### src/rtl/mmio_arb_pkg.sv
// mmio_arb_pkg: shared types and constants for the two-master MMIO arbiter
package mmio_arb_pkg;
    typedef enum logic [1:0] {IDLE, ACCESS, RESP} state_t;
    localparam int M0 = 0;
    localparam int M1 = 1;
    localparam int DW_DEFAULT = 32;
    localparam int AW_DEFAULT = 6;
    localparam logic [1:0] GNT_NONE = 2'b00;
endpackage

### src/rtl/rr_pick2.sv
// rr_pick2: combinational two-way winner select, one-hot grant
//   req  : request levels, bit 0 = M0, bit 1 = M1
//   last : master granted most recently (0 = M0, 1 = M1)
//   gnt  : one-hot winner, 00 when nobody requests
// Build option MMIO_ARB_FIXED_PRIO_EN: M0 always wins contention, last ignored.
module rr_pick2
    import mmio_arb_pkg::*;
(
    input  logic [1:0] req,
    input  logic       last,
    output logic [1:0] gnt
);
`ifdef MMIO_ARB_FIXED_PRIO_EN
    logic unused_last;
    assign unused_last = last;
    assign gnt = req[M0] ? 2'b01 : req;
`else
    // Under contention the master that did not win last time goes next.
    assign gnt = (&req) ? ((last == 1'(M1)) ? 2'b01 : 2'b10) : req;
`endif
endmodule

### src/rtl/mmio_bus_arbiter.sv
// mmio_bus_arbiter: serialises two masters onto one MMIO device port
//   Clk, Rst_n          : clock, asynchronous active-low reset
//   M0_*/M1_*           : per-master Req level, word Add, Write, WData; Ack pulse out
//   RData               : read data of the last completed access, valid with Ack
//   Gnt                 : one-hot owner of the device port, 00 = idle
//   Dev_Add/Write/WData : registered device port; Dev_RData returns combinationally
// Build option MMIO_ARB_FIXED_PRIO_EN (inside rr_pick2): fixed M0 priority.
module mmio_bus_arbiter
    import mmio_arb_pkg::*;
#(
    parameter int DW = DW_DEFAULT,
    parameter int AW = AW_DEFAULT
) (
    input  logic          Clk,
    input  logic          Rst_n,
    input  logic          M0_Req,
    input  logic [AW-1:0] M0_Add,
    input  logic          M0_Write,
    input  logic [DW-1:0] M0_WData,
    output logic          M0_Ack,
    input  logic          M1_Req,
    input  logic [AW-1:0] M1_Add,
    input  logic          M1_Write,
    input  logic [DW-1:0] M1_WData,
    output logic          M1_Ack,
    output logic [DW-1:0] RData,
    output logic [1:0]    Gnt,
    output logic [AW-1:0] Dev_Add,
    output logic          Dev_Write,
    output logic [DW-1:0] Dev_WData,
    input  logic [DW-1:0] Dev_RData
);
    state_t        state, state_n;
    logic [1:0]    ack, ack_n, gnt_n, pick;
    logic          last, last_n, write_n;
    logic [AW-1:0] add_n;
    logic [DW-1:0] wdata_n, rdata_n;

    assign M0_Ack = ack[M0];
    assign M1_Ack = ack[M1];

    rr_pick2 u_pick (
        .req  ({M1_Req, M0_Req}),
        .last (last),
        .gnt  (pick)
    );

    always_ff @(posedge Clk or negedge Rst_n) begin
        if (!Rst_n) begin
            state     <= IDLE;
            Gnt       <= GNT_NONE;
            ack       <= 2'b00;
            Dev_Write <= 1'b0;
            Dev_Add   <= '0;
            Dev_WData <= '0;
            RData     <= '0;
            last      <= 1'(M1);
        end else begin
            state     <= state_n;
            Gnt       <= gnt_n;
            ack       <= ack_n;
            Dev_Write <= write_n;
            Dev_Add   <= add_n;
            Dev_WData <= wdata_n;
            RData     <= rdata_n;
            last      <= last_n;
        end
    end

    always_comb begin
        state_n = state;
        gnt_n   = Gnt;
        ack_n   = ack;
        write_n = Dev_Write;
        add_n   = Dev_Add;
        wdata_n = Dev_WData;
        rdata_n = RData;
        last_n  = last;
        case (state)
            IDLE: begin
                if (|pick) begin
                    gnt_n   = pick;
                    add_n   = pick[M1] ? M1_Add : M0_Add;
                    wdata_n = pick[M1] ? M1_WData : M0_WData;
                    write_n = pick[M1] ? M1_Write : M0_Write;
                    last_n  = pick[M1];
                    state_n = ACCESS;
                end
            end
            ACCESS: begin
                // Writes capture Dev_RData too; RData simply tracks the last access.
                rdata_n = Dev_RData;
                write_n = 1'b0;
                ack_n   = Gnt;
                state_n = RESP;
            end
            RESP: begin
                ack_n   = 2'b00;
                gnt_n   = GNT_NONE;
                state_n = IDLE;
            end
            default: begin
                ack_n   = 2'b00;
                gnt_n   = GNT_NONE;
                write_n = 1'b0;
                state_n = IDLE;
            end
        endcase
    end
endmodule
### config.mk
export PLATFORM = sky130hd
export DESIGN_NAME = mmio_bus_arbiter
export DESIGN_NICKNAME = d
export VERILOG_FILES = /design/src/rtl/mmio_arb_pkg.sv /design/src/rtl/rr_pick2.sv /design/src/rtl/mmio_bus_arbiter.sv
export SDC_FILE = /design/constraint.sdc
export NUM_CORES = 1
export LEC_CHECK = 0
export CAP_MARGIN = 20
export CORE_MARGIN = 2
export CORE_UTILIZATION = 50
export CTS_CLUSTER_DIAMETER = 120
export DETAILED_ROUTE_END_ITERATION = 8
export DONT_BUFFER_PORTS = 1
export RECOVER_POWER = 25
export SYNTH_ARGS = -nofsm -noshare
export SYNTH_HDL_FRONTEND = slang
export SYNTH_SLANG_ARGS = --single-unit
### constraint.sdc
create_clock -name Clk -period 3.9 [get_ports Clk]
set_input_delay 1.17 -clock Clk [delete_from_list [all_inputs] [get_ports Clk]]
set_output_delay 1.17 -clock Clk [all_outputs]
set_load 0.1 [all_outputs]
After elaboration in Yosys (flattened, before gate mapping)
Index checks and enable logic that the tools add are counted.
Word-level totals
  register bits: 78
  input port bits: 114
  output and inout bits: 75
  logic and storage cells: 31
Operators by class
  equal/unequal tests: 3
  muxes and demuxes: 12
  bitwise operators: 2
  reductions and logical operators: 6
Operators by type and width (number)
  two-way mux 32 bit: 1
  case mux 2 bit (2 select lines): 3
  two-way mux 2 bit: 4
  AND reduction 2 bit: 4
  two-way mux 6 bit: 1
  equality test 2 x 1 -> 1 bit, second input constant: 1
  equality test 2 bit, second input constant: 1
  zero test 2 bit: 1
  two-way mux 1 bit: 2
  inequality test 2 bit, second input constant: 1
  NOT 1 bit: 2
  case mux 1 bit (2 select lines): 1
  OR reduction 2 bit: 1

Logic depth before layout (Yosys ltp)
  word-level depth: 5
  mapped depth: 5
  depth with buffers taken out: 3

Hierarchy
From an unflattened synthesis, not the netlist that was laid out.
Unflattened totals
  cells, all modules: 224
  area total of the unflattened synthesis: 3460.8 µm²
By module, submodules not included
  mmio_bus_arbiter: instances 1, cells an instance 221, area an instance 3442.1 µm², sequential area each 1953.1 µm²
  rr_pick2: instances 1, cells an instance 3, area an instance 18.8 µm², sequential area each 0.0 µm²

Worst setup path before layout
OpenSTA, ideal clock, no wires.
  kind: input port to flip-flop
  from: input port M1_Req
  to: register Dev_Add[5]
  setup time: 0.126 ns
  arrival time: 2.083 ns
  setup slack: 1.691 ns
  stages on the path: 4
  cell sequence: a21bo_4 -> buf_6 -> mux2_4 -> mux2_4
Between the ends
  cells in the longest elaborated chain, start to end: 4
  elaborated cells on any way between the ends: 5
  those cells by class: mux: 2; reduce/logical: 3
Ends and longest elaborated chain
  start, declared: RTL line mmio_bus_arbiter.sv:21  | input logic M1_Req,
  AND reduction 2 bit: RTL line rr_pick2.sv:19  | assign gnt = (&req) ? ((last == 1'(M1)) ? 2'b01 : 2'b10) : req;
  two-way mux 2 bit (*): RTL line rr_pick2.sv:19
  OR reduction 2 bit: RTL line mmio_bus_arbiter.sv:81  | if (|pick) begin
  AND reduction 2 bit (no source line)
  end signal, assigned: RTL line mmio_bus_arbiter.sv:63  | Dev_Add <= add_n;
  end, declared: RTL line mmio_bus_arbiter.sv:28  | output logic [AW-1:0] Dev_Add,
Mark *: on every way between the ends. The rest lies on a longest branch, timed or not.
A chain may end at the register's enable or synchronous reset.

Worst setup path in the final report
  from: register Gnt[0]
  to: output port Gnt[0]
RTL lines
  start, declared: RTL line mmio_bus_arbiter.sv:27  | output logic [1:0] Gnt,
  start signal, assigned: RTL line mmio_bus_arbiter.sv:60  | Gnt <= gnt_n;
No word-level cell between the ends.

==> impl_metrics.toml <==
[global_route]
grt_pass1_vias = 1991
grt_max_degree = 79
grt_util_all_layers_pct = 16.64
antenna_found_initial = 0
grt_pass1_wl_mm = 10.53
overflow = 0

[setup_path]
path_max_fanout = 3
required_ns = 2.73
crit_end = "Gnt[0]"
rr_endpoint = "Dev_WData[0]"
cp.arrival_ns = 1.32
critPathKind = "flip-flop to primary output"
crit_start = "Gnt[0]"
end_kind = "primary output"
startpoint_type = "flip-flop"
worst-r2r-setup-slack_ns = 1.92
r2r-start = "last"
cp.depth = 0
r2r_cells = 3

[placement]
routabilityCongestion = 0.7097
dp_cells = 311
dp_hpwl_mm = 4.883
portBuffers = 0

[timing]
fin_crit_ns = 2.492
maxSlewHeadroom_pct = 35.41
hold_viol = 0
maxSlewViolCount = 0
clock_skew_ns = 0.01358
fmax_ghz = 0.4013
finalCritPeriodShare_pct = 63.89
setup-tns-final_ns = 0
rsz0062_at_grt = "false"
worst_pin_slew_ns = 0.9688
setup_viol_count_final = 0

[die]
fp.dieH_um = 90.12
rows = 31
core_area_mm2 = 0.007214
ios = 189
die_w_um = 90.12
start_util_pct = 51.40
die-area_mm2 = 0.008122

[drt]
firstDrtPassIters = 4
vias = 1781
antenna_left = 0
wl_per_cell_um = 20.60
wirelength_mm = 6.736
avgViaCountPerCell = 5.446
drc = 0
drt_iter0_markers = 25

[clock_network]
hold_buffers = 0
path_clk_slew_ns = 0.09
cts_resized = 0
postCtsSetupRepairBufs = 0
cts_buffers = 9
cts_root_buf = "clkbuf_8"
clkLatencyLatePin_ns = 0.34
cts.sinks = 78
h-tree-depth = 3
cts_tree = "yes"
cts_buffer_depth = 2

[yosys]
synth_nets = 337
ys_seq_area_share_pct = 52.67
synth_top_family_by_area = "multiplexers"
synthTopCellsByArea = "dfrtp_1, mux2_4, mux2_2"
synth_seq_cells = 78
ys_types = 20
synthMuxAreaShare_pct = 41.06
synthCells = 223
synth_area_per_cell_um2 = 16.63
synthAdderAreaFrac_pct = 0
synth-xor-area-share_pct = 0
synth_area_mm2 = 0.003709
synth_compound_area_share_pct = 1.653
synth_top_area_share_pct = 51.96
ys_warn_count = 0
yosys.area.top_type = "dfrtp_1"
synth-simple-area-share_pct = 1.721

[cells_and_area]
drive_above_1_share_pct = 56.58
n_antenna_cell = 0
nNetsFinal = 337
final_cells = 327
areaGrowthSynthToFinish_pct = 7.220

[outcome]
status = "finished clean"

[run]
drv_cap = 0

[min_path]
hold_path_class = "input port to asynchronous set/reset pin"
==> cell usage in the layout, fill, tap and decap left out, types with 2 or more instances in the layout <==
cell type,Yosys,routed
a31oi_1,2,2
bufinv_16,0,2
nand2_1,2,2
clkinv_4,0,3
nor2b_1,2,2
inv_1,2,2
nand2b_1,3,3
mux2_2,33,33
clkbuf_8,0,9
dfrtp_1,77,77
buf_4,4,2
mux2_4,76,76
a21oi_1,2,2
nor2_1,4,4
==> synthesized netlist by cell type (all sizes together) <==
master / n
nor3: 1
a31oi: 2
dfstp: 1
a21bo: 1
inv: 2
nand2: 2
mux2: 109
mux2i: 1
a21oi: 2
nor2: 4
nand2b: 3
o22ai: 1
buf: 13
o2bb2ai: 1
o21bai: 1
nor2b: 2
dfrtp: 77
==> cell families after synthesis <==
| group | after synthesis |
|---|---|
| AO/OA/AOI/OAI | 8 |
| AND/OR/NAND/NOR | 12 |
| flip-flops | 78 |
| buffers and inverters | 15 |
| multiplexers | 110 |
==> metrics by stage <==
step                      setup WS, ns  utilization [%]  hold WS, ns  cell area (um^2)
after detailed placement         1.257            52.03       0.5344              3754
after floorplan                  1.691                -       0.5170              3709
after global routing             1.361            55.12       0.4768              3976
after global placement           1.313            52.03       0.5341              3754
final                            1.408            55.12       0.5120              3976
after CTS                        1.385            55.12       0.4939              3976
==> sequential cells by signal (all words and copies together) (netlist names) <==
signal and flops:
Gnt 2, last 1, Dev_Add 6, Dev_Write 1, ack 2, RData 32, Dev_WData 32, state 2
==> area by class of cell <==
class	instances	area (um^2)
Multi-Input combinational cell	130	1654
Inverter	2	7.507
Sequential cell	78	1953
Tap cell	99	123.9
Clock buffer	10	127.6
Clock inverter	6	95.09
Fill cell	615	3238
Timing Repair Buffer	2	15.01
==> worst min path at each step <==
| stage | from | end | slack, ns | cells past startpoint |
|---|---|---|---|---|
| 3_3_place_gp | last | last | 0.53 | 1 |
| 6_report | Rst_n | RData[15] | 0.51 | 0 |
| 5_1_grt | Rst_n | RData[18] | 0.48 | 0 |
| 2_1_floorplan | last | last | 0.52 | 2 |
| 4_1_cts | Rst_n | RData[18] | 0.49 | 0 |
| 3_5_place_dp | last | last | 0.53 | 2 |
==> per-layer routing <==
metal	GRT usage [%]	routed length (um)	share of wire (%)	vias up
li1	-	-	-	787
met4	7.821	82	1.2	0
met5	0	0	0	-
met1	18.86	2592	38	864
met3	6.454	727	11	9
met2	27.69	3334	49	121
Power is left out: the tool's default activity adds up to more than one toggle a clock period on the data nets, which glitch-free logic cannot reach.
